### config.mk
export PLATFORM = sky130hd
export DESIGN_NAME = syncgen_prog
export DESIGN_NICKNAME = d
export VERILOG_FILES = /design/src/rtl/syncgen_pkg.sv /design/src/rtl/syncgen_cfg.sv /design/src/rtl/syncgen_prog.sv
export SDC_FILE = /design/constraint.sdc
export NUM_CORES = 1
export LEC_CHECK = 0
export ABC_AREA = 1
export ABC_CLOCK_PERIOD_IN_PS = 21100
export CELL_PAD_IN_SITES_DETAIL_PLACEMENT = 1
export CELL_PAD_IN_SITES_GLOBAL_PLACEMENT = 1
export CORE_AREA = 4 4 200 202
export CTS_BUF_LIST = sky130_fd_sc_hd__clkbuf_16
export DETAILED_ROUTE_END_ITERATION = 10
export DIE_AREA = 0 0 204 206
export PLACE_DENSITY = 0.85
export SLEW_MARGIN = 20
export SYNTH_ARGS = -nofsm -noshare
export SYNTH_HDL_FRONTEND = slang
export SYNTH_SLANG_ARGS = --single-unit
export TNS_END_PERCENT = 1
### constraint.sdc
create_clock -name DCLK -period 21.1 [get_ports DCLK]
set_clock_uncertainty 0.05 [all_clocks]
set_input_delay 6.33 -clock DCLK [delete_from_list [all_inputs] [get_ports DCLK]]
set_output_delay 6.33 -clock DCLK [all_outputs]
set_load 0.01 [all_outputs]
### src/rtl/syncgen_pkg.sv
// Shared types and constants for the programmable sync generator.
// Timing fields are carried at TMG_W bits; generator instances must use CNT_W <= TMG_W.
package syncgen_pkg;

    typedef enum logic {
        SG_IDLE   = 1'b0,
        SG_ACTIVE = 1'b1
    } sg_state_e;

    localparam int TMG_W = 16;

    // 640x480@60 reset timing
    localparam int SG_DEF_HFP  = 16;
    localparam int SG_DEF_HPW  = 96;
    localparam int SG_DEF_HBP  = 48;
    localparam int SG_DEF_HACT = 640;
    localparam int SG_DEF_VFP  = 10;
    localparam int SG_DEF_VPW  = 2;
    localparam int SG_DEF_VBP  = 33;
    localparam int SG_DEF_VACT = 480;

    typedef struct packed {
        logic [TMG_W-1:0] hfp;
        logic [TMG_W-1:0] hpw;
        logic [TMG_W-1:0] hbp;
        logic [TMG_W-1:0] hact;
        logic [TMG_W-1:0] vfp;
        logic [TMG_W-1:0] vpw;
        logic [TMG_W-1:0] vbp;
        logic [TMG_W-1:0] vact;
        logic             hpol;
        logic             vpol;
    } timing_t;

endpackage

### src/rtl/syncgen_cfg.sv
// Timing shadow slot: validates offered sets, holds one pending set and
// releases it as a commit strobe when the generator reports a safe point.
module syncgen_cfg
    import syncgen_pkg::*;
#(
    parameter int CNT_W    = 11,
    parameter int PRE_LEAD = 1
) (
    input  logic    DCLK,
    input  logic    DRST_X,
    input  logic    cfg_valid,
    input  timing_t cfg_set,
    input  logic    commit_ok,
    output logic    cfg_ready,
    output logic    cfg_err,
    output logic    commit,
    output timing_t shadow
);

    // Wide enough that four maximum-size fields cannot wrap during validation
    localparam int            SW    = TMG_W + 2;
    localparam logic [SW-1:0] LIMIT = SW'(1) << CNT_W;

    logic          pending;
    logic          accept;
    logic          set_ok;
    logic [SW-1:0] hstart;
    logic [SW-1:0] hsc;
    logic [SW-1:0] vsc;

    always_comb begin
        hstart = SW'(cfg_set.hfp) + SW'(cfg_set.hpw) + SW'(cfg_set.hbp);
        hsc    = hstart + SW'(cfg_set.hact);
        vsc    = SW'(cfg_set.vfp) + SW'(cfg_set.vpw) + SW'(cfg_set.vbp) + SW'(cfg_set.vact);
        set_ok = (cfg_set.hpw != '0) && (cfg_set.hact != '0)
              && (cfg_set.vpw != '0) && (cfg_set.vact != '0)
              && (hsc < LIMIT) && (vsc < LIMIT)
              && (hstart >= SW'(PRE_LEAD));
    end

    assign cfg_ready = ~pending;
    assign accept    = cfg_valid & ~pending;
    assign commit    = pending & commit_ok;

    always_ff @(posedge DCLK) begin
        if (!DRST_X) begin
            pending <= 1'b0;
            cfg_err <= 1'b0;
        end else begin
            cfg_err <= accept & ~set_ok;
            if (accept && set_ok) begin
                pending <= 1'b1;
            end else if (commit) begin
                pending <= 1'b0;
            end
        end
    end

    always_ff @(posedge DCLK) begin
        if (accept && set_ok) begin
            shadow <= cfg_set;
        end
    end

endmodule

### src/rtl/syncgen_prog.sv
// Programmable display sync generator: H/V counters, run/stop FSM and a
// registered sync/preDE decode of the position shown in the same cycle.
module syncgen_prog
    import syncgen_pkg::*;
#(
    parameter int CNT_W    = 11,
    parameter int PRE_LEAD = 1,
    parameter int DEF_HFP  = SG_DEF_HFP,
    parameter int DEF_HPW  = SG_DEF_HPW,
    parameter int DEF_HBP  = SG_DEF_HBP,
    parameter int DEF_HACT = SG_DEF_HACT,
    parameter int DEF_VFP  = SG_DEF_VFP,
    parameter int DEF_VPW  = SG_DEF_VPW,
    parameter int DEF_VBP  = SG_DEF_VBP,
    parameter int DEF_VACT = SG_DEF_VACT
) (
    input  logic             DCLK,
    input  logic             DRST_X,
    input  logic             RUN,
    input  logic             CFG_VALID,
    output logic             CFG_READY,
    input  logic [CNT_W-1:0] CFG_HFP,
    input  logic [CNT_W-1:0] CFG_HPW,
    input  logic [CNT_W-1:0] CFG_HBP,
    input  logic [CNT_W-1:0] CFG_HACT,
    input  logic [CNT_W-1:0] CFG_VFP,
    input  logic [CNT_W-1:0] CFG_VPW,
    input  logic [CNT_W-1:0] CFG_VBP,
    input  logic [CNT_W-1:0] CFG_VACT,
    input  logic             CFG_HPOL,
    input  logic             CFG_VPOL,
    output logic             CFG_ERR,
    output logic             DSP_HSYNC_X,
    output logic             DSP_VSYNC_X,
    output logic             DSP_preDE,
    output logic [CNT_W-1:0] HCNT,
    output logic [CNT_W-1:0] VCNT,
    output logic             FRAME_START,
    output logic             LINE_START
);

    localparam int DW = CNT_W + 1;

    localparam timing_t DEF_SET = '{
        hfp:  TMG_W'(DEF_HFP),  hpw:  TMG_W'(DEF_HPW),
        hbp:  TMG_W'(DEF_HBP),  hact: TMG_W'(DEF_HACT),
        vfp:  TMG_W'(DEF_VFP),  vpw:  TMG_W'(DEF_VPW),
        vbp:  TMG_W'(DEF_VBP),  vact: TMG_W'(DEF_VACT),
        hpol: 1'b0,             vpol: 1'b0
    };

    timing_t          cfg_set;
    timing_t          shadow;
    timing_t          act_p0;
    timing_t          nxt_set;
    sg_state_e        state_p0;
    sg_state_e        state_nxt;
    logic [CNT_W-1:0] hcnt_p0;
    logic [CNT_W-1:0] vcnt_p0;
    logic [CNT_W-1:0] hcnt_nxt;
    logic [CNT_W-1:0] vcnt_nxt;
    logic [DW-1:0]    hsc_act;
    logic [DW-1:0]    vsc_act;
    logic             line_end;
    logic             frame_end;
    logic             commit_ok;
    logic             commit;
    logic             active_nxt;
    logic [DW-1:0]    h, v;
    logic [DW-1:0]    hfp, hsw_end, hstart, hsc;
    logic [DW-1:0]    vfp, vsw_end, vstart, vsc;
    logic             hs_on, vs_on, de_on;
    logic             hsync_p0, vsync_p0, pre_de_p0, fs_p0, ls_p0;

    assign cfg_set = '{
        hfp:  TMG_W'(CFG_HFP),  hpw:  TMG_W'(CFG_HPW),
        hbp:  TMG_W'(CFG_HBP),  hact: TMG_W'(CFG_HACT),
        vfp:  TMG_W'(CFG_VFP),  vpw:  TMG_W'(CFG_VPW),
        vbp:  TMG_W'(CFG_VBP),  vact: TMG_W'(CFG_VACT),
        hpol: CFG_HPOL,         vpol: CFG_VPOL
    };

    syncgen_cfg #(
        .CNT_W    (CNT_W),
        .PRE_LEAD (PRE_LEAD)
    ) u_cfg (
        .DCLK      (DCLK),
        .DRST_X    (DRST_X),
        .cfg_valid (CFG_VALID),
        .cfg_set   (cfg_set),
        .commit_ok (commit_ok),
        .cfg_ready (CFG_READY),
        .cfg_err   (CFG_ERR),
        .commit    (commit),
        .shadow    (shadow)
    );

    assign hsc_act   = DW'(act_p0.hfp) + DW'(act_p0.hpw) + DW'(act_p0.hbp) + DW'(act_p0.hact);
    assign vsc_act   = DW'(act_p0.vfp) + DW'(act_p0.vpw) + DW'(act_p0.vbp) + DW'(act_p0.vact);
    assign line_end  = (state_p0 == SG_ACTIVE) && (DW'(hcnt_p0) == hsc_act - DW'(1));
    assign frame_end = line_end && (DW'(vcnt_p0) == vsc_act - DW'(1));
    // Timing may only change where the counters restart from 0
    assign commit_ok = (state_p0 == SG_IDLE) || frame_end;
    assign nxt_set   = commit ? shadow : act_p0;

    always_comb begin
        state_nxt = state_p0;
        hcnt_nxt  = hcnt_p0;
        vcnt_nxt  = vcnt_p0;
        unique case (state_p0)
            SG_ACTIVE: begin
                if (line_end) begin
                    hcnt_nxt = '0;
                    if (frame_end) begin
                        vcnt_nxt = '0;
                        if (!RUN) begin
                            state_nxt = SG_IDLE;
                        end
                    end else begin
                        vcnt_nxt = vcnt_p0 + 1'b1;
                    end
                end else begin
                    hcnt_nxt = hcnt_p0 + 1'b1;
                end
            end
            SG_IDLE: begin
                hcnt_nxt = '0;
                vcnt_nxt = '0;
                if (RUN) begin
                    state_nxt = SG_ACTIVE;
                end
            end
        endcase
    end

    // Decode the position and timing that will be visible after the next edge
    always_comb begin
        active_nxt = (state_nxt == SG_ACTIVE);
        h          = DW'(hcnt_nxt);
        v          = DW'(vcnt_nxt);
        hfp        = DW'(nxt_set.hfp);
        hsw_end    = hfp + DW'(nxt_set.hpw);
        hstart     = hsw_end + DW'(nxt_set.hbp);
        hsc        = hstart + DW'(nxt_set.hact);
        vfp        = DW'(nxt_set.vfp);
        vsw_end    = vfp + DW'(nxt_set.vpw);
        vstart     = vsw_end + DW'(nxt_set.vbp);
        vsc        = vstart + DW'(nxt_set.vact);
        hs_on      = (h >= hfp) && (h < hsw_end);
        vs_on      = ((v > vfp) || ((v == vfp) && (h >= hfp)))
                  && ((v < vsw_end) || ((v == vsw_end) && (h < hfp)));
        de_on      = (v >= vstart) && (v < vsc)
                  && (h >= hstart - DW'(PRE_LEAD)) && (h < hsc - DW'(PRE_LEAD));
    end

    // Stage p0: counters, active timing and outputs register together
    always_ff @(posedge DCLK) begin
        if (!DRST_X) begin
            state_p0  <= SG_ACTIVE;
            hcnt_p0   <= '0;
            vcnt_p0   <= '0;
            act_p0    <= DEF_SET;
            hsync_p0  <= 1'b1;
            vsync_p0  <= 1'b1;
            pre_de_p0 <= 1'b0;
            fs_p0     <= 1'b1;
            ls_p0     <= 1'b1;
        end else begin
            state_p0  <= state_nxt;
            hcnt_p0   <= hcnt_nxt;
            vcnt_p0   <= vcnt_nxt;
            act_p0    <= nxt_set;
            hsync_p0  <= (active_nxt && hs_on) ? nxt_set.hpol : ~nxt_set.hpol;
            vsync_p0  <= (active_nxt && vs_on) ? nxt_set.vpol : ~nxt_set.vpol;
            pre_de_p0 <= active_nxt && de_on;
            fs_p0     <= active_nxt && (hcnt_nxt == '0) && (vcnt_nxt == '0);
            ls_p0     <= active_nxt && (hcnt_nxt == '0);
        end
    end

    assign HCNT        = hcnt_p0;
    assign VCNT        = vcnt_p0;
    assign DSP_HSYNC_X = hsync_p0;
    assign DSP_VSYNC_X = vsync_p0;
    assign DSP_preDE   = pre_de_p0;
    assign FRAME_START = fs_p0;
    assign LINE_START  = ls_p0;

endmodule

==> results.sh <==
export IMPL_synth_edf_count=90
export IMPL_post_cts_buffers=0
export IMPL_seq_power_share=0.417
export IMPL_ys_types=54
export IMPL_cts_tree="yes"
export IMPL_pwr_share_comb=0.148
export IMPL_final_max_slew_violation_count=0
export IMPL_cts_buffers=26
export IMPL_max_slew_worst_pin_slew_ns=1.09
export IMPL_fillerInstances=4783
export IMPL_status="complete, no violations"
export IMPL_slowest_delay_ns=0.63
export IMPL_path_class="input pin to register"
export IMPL_p_sw_frac=0.271
export IMPL_cts_resized=0
export IMPL_cts_root_buf="clkbuf_16"
export IMPL_synthMuxAreaShare=0.00108
export IMPL_holdCritPathClass="register to register"
export IMPL_switchingPower_uw=306
export IMPL_required_ns=21.24
export IMPL_post_route_util=0.557
export IMPL_grt_overflow_total=0
export IMPL_ys_seq_area_frac=0.283
export IMPL_rows=72
export IMPL_endpoint_kind="register"
export IMPL_ys_ff_latch=218
export IMPL_syn_area_sq_mm=0.0186
export IMPL_synth_cells=2416
export IMPL_finalSetupViolations=0
export IMPL_fp_dieH_um=206
export IMPL_grt_use_total=0.269
export IMPL_syn_area_per_cell_sq_um=7.70
export IMPL_core_area_sq_mm=0.0383
export IMPL_initial_core_util=0.486
export IMPL_synthArstFlopShare=0
export IMPL_setup_tns_ns=0
export IMPL_max_freq_mhz=85.4
export IMPL_drt_first_pass_iters=5
export IMPL_clkPwrFrac=0.435
export IMPL_drt_initial_drc_count=714
export IMPL_portBuffers=122
export IMPL_timing_final_hold_violations=0
export IMPL_wl_per_cell_um=18.6
export IMPL_power_total_mw=1.13
export IMPL_ys_flop_type="dfxtp_1"
export IMPL_wl_met3_um=2840
export IMPL_power_density_mw_per_mm2=52.9
export IMPL_via_per_inst=5.32
export IMPL_grt_max_degree=92
export IMPL_grt_pass1_wl_um=90400
export IMPL_period_share=0.555
export IMPL_ctsHoldBuffers=0
export IMPL_yosys_area_share_adder=0.244
export IMPL_areaGrowthSynthToFinish_pct=14.5
export IMPL_intPower_uw=822
export IMPL_gp_congestion=0.894
export IMPL_final_nets=2958
export IMPL_io_pins=123
export IMPL_cts_max_level=1
export IMPL_slowest_stage="buf_6"
export IMPL_clk_pin_slew_ns=0.06
export IMPL_ir_drop_mv=0.0523
export IMPL_max_slew_margin_rel=0.276
export IMPL_synth_top_family_by_area="adder cells"
export IMPL_synth_simple_area_share=0.198
export IMPL_drt_met1_wl_um=26900
export IMPL_hpwl_um=46800
export IMPL_syn_num_nets=2837
export IMPL_worst_setup_path_start_kind="input pin"
export IMPL_critPathArrivalTime_ns=11.85
export IMPL_yosysWarnings=0
export IMPL_drv_cap=0
export IMPL_drc=0
export IMPL_rsz0062_at_grt="false"
export IMPL_antenna_found_initial=1
export IMPL_vias=16300
export IMPL_die_w_um=204
export IMPL_drive_above_1_share=0.0450
export IMPL_layout_min_cycle_time_ns=11.71
export IMPL_path_max_fanout=91
export IMPL_route_met2_wl_um=26300
export IMPL_die_area_sq_mm=0.0420
export IMPL_top_layer_used="met4"
export IMPL_antennaDiodeCount=0
export IMPL_cts_sinks=218
export IMPL_p_leak_nw=11.4
export IMPL_grt_pass1_vias=17400
export IMPL_clock_latency_ns=0.57
export IMPL_wl_um=57100
export IMPL_ant_nets=0
export IMPL_synth_xor_area_frac=0.0618
export IMPL_cts_path_max_buffers=3
export IMPL_synth_compound_area_frac=0.0973
## synthesized netlist by cell type, types with 32 or more instances
| master | instances | area, sq um |
|---|---|---|
| a21oi_1 | 133 | 666 |
| clkbuf_1 | 32 | 120 |
| dfxtp_1 | 128 | 2560 |
| edfxtp_1 | 90 | 2700 |
| fa_1 | 60 | 1200 |
| ha_1 | 267 | 3340 |
| inv_1 | 517 | 1940 |
| nand2_1 | 456 | 1710 |
| nand3_1 | 87 | 435 |
| nor2_1 | 191 | 717 |
| o21ai_0 | 106 | 531 |
| xnor2_1 | 43 | 377 |
| xor2_1 | 80 | 701 |
## registers in the layout, indices dropped and copies added (netlist names)
register and cells:
u_cfg.shadow 90, state_p0 1, u_cfg.pending 1, act_p0 98
FRAME_START 1, DSP_VSYNC_X 1, DSP_HSYNC_X 1, DSP_preDE 1
VCNT 11, LINE_START 1, HCNT 11, u_cfg.cfg_err 1
## area by class of cell
| cell class | instances | area [sq um] | share of cell area |
|---|---|---|---|
| clock buffer | 27 | 676 | 0.0317 |
| clock inverter | 21 | 235 | 0.0110 |
| inverter | 525 | 1970 | 0.0925 |
| multi-input combinational | 1635 | 11200 | 0.527 |
| sequential | 218 | 5270 | 0.247 |
| tap | 518 | 648 | 0.0304 |
| timing repair buffer | 131 | 1290 | 0.0607 |
## power groups by stage
stage               clock (mW)  sequential (mW)  combinational, mW
detailed placement           0            0.479              0.165
floorplan                    0            0.475              0.102
CTS                      0.497            0.470              0.168
finish                   0.491            0.470              0.167
global placement             0            0.478              0.152
global route             0.516            0.471              0.187
## cell usage in the layout (no fill, tap or decap), types with 4 or more instances in the layout
| cell type | netlist | final |
|---|---|---|
| inv_1 | 517 | 521 |
| nand2_1 | 456 | 456 |
| ha_1 | 267 | 267 |
| nor2_1 | 191 | 190 |
| a21oi_1 | 133 | 133 |
| dfxtp_1 | 128 | 128 |
| clkdlybuf4s50_1 | 0 | 122 |
| o21ai_0 | 106 | 106 |
| edfxtp_1 | 90 | 90 |
| nand3_1 | 87 | 87 |
| xor2_1 | 80 | 80 |
| fa_1 | 60 | 60 |
| xnor2_1 | 43 | 43 |
| clkbuf_16 | 0 | 27 |
| o21bai_1 | 26 | 26 |
| nand4_1 | 22 | 22 |
| or2_2 | 21 | 21 |
| nor3_1 | 20 | 20 |
| nor4_1 | 16 | 16 |
| nand2_2 | 17 | 16 |
| nand3b_1 | 13 | 13 |
| o21a_1 | 9 | 9 |
| a21o_1 | 8 | 8 |
| buf_4 | 0 | 8 |
| clkinv_1 | 3 | 6 |
| clkinv_2 | 0 | 6 |
| a211oi_1 | 5 | 5 |
| o211ai_1 | 5 | 5 |
| bufinv_16 | 0 | 5 |
| o31ai_1 | 4 | 4 |
| nand3_2 | 4 | 4 |
| inv_2 | 5 | 4 |
| nand2_4 | 3 | 4 |
## worst paths after layout
kind              startpoint               end  slack [ns]  cells past startpoint
setup / recovery  CFG_HPW[0]  u_cfg.shadow[83]        9.39                     25
hold / removal    act_p0[29]        act_p0[29]        0.45                      2
setup reg to reg   act_p0[3]         DSP_preDE       10.63                     56
hold reg to reg   act_p0[29]        act_p0[29]        0.45                      2
## worst max-delay path: cells and delay by family
kind / cells / cell delay, ns
buffers and inverters: 4 / 1.25
and+or+nand+nor: 6 / 0.61
xor gates and xnor gates: 1 / 0.22
adders and majority gates: 4 / 1.52
AOI/OAI and AO/OA: 10 / 1.81
## metal layers
layer  vias to the layer above  GRT usage
li1                       7922          -
met1                      8022      0.379
met2                       330      0.450
met3                        70     0.0301
met4                         0     0.0574
met5                         -          0
## logic make-up (layout without fill, tap and decap cells)
| group | count (synthesis) | count (layout) |
|---|---|---|
| compound gates | 318 | 318 |
| xor+xnor | 127 | 127 |
| fa+ha+maj | 327 | 327 |
| buf+inv | 563 | 704 |
| flops | 218 | 218 |
| mux | 2 | 2 |
| simple gates | 861 | 861 |
## through the flow
step | hold slack (ns) | std cells | setup WS, ns | area [sq um]
6_report | 0.450 | 3075 | 9.39 | 21300
3_5_place_dp | 0.433 | 3027 | 8.73 | 20400
3_3_place_gp | 0.431 | 3027 | 9.01 | 20400
4_1_cts | 0.453 | 3075 | 9.24 | 21300
5_1_grt | 0.484 | 3075 | 9.00 | 21300
2_1_floorplan | 0.410 | 2416 | 6.87 | 18600
Power figures use the tool's default switching activity.
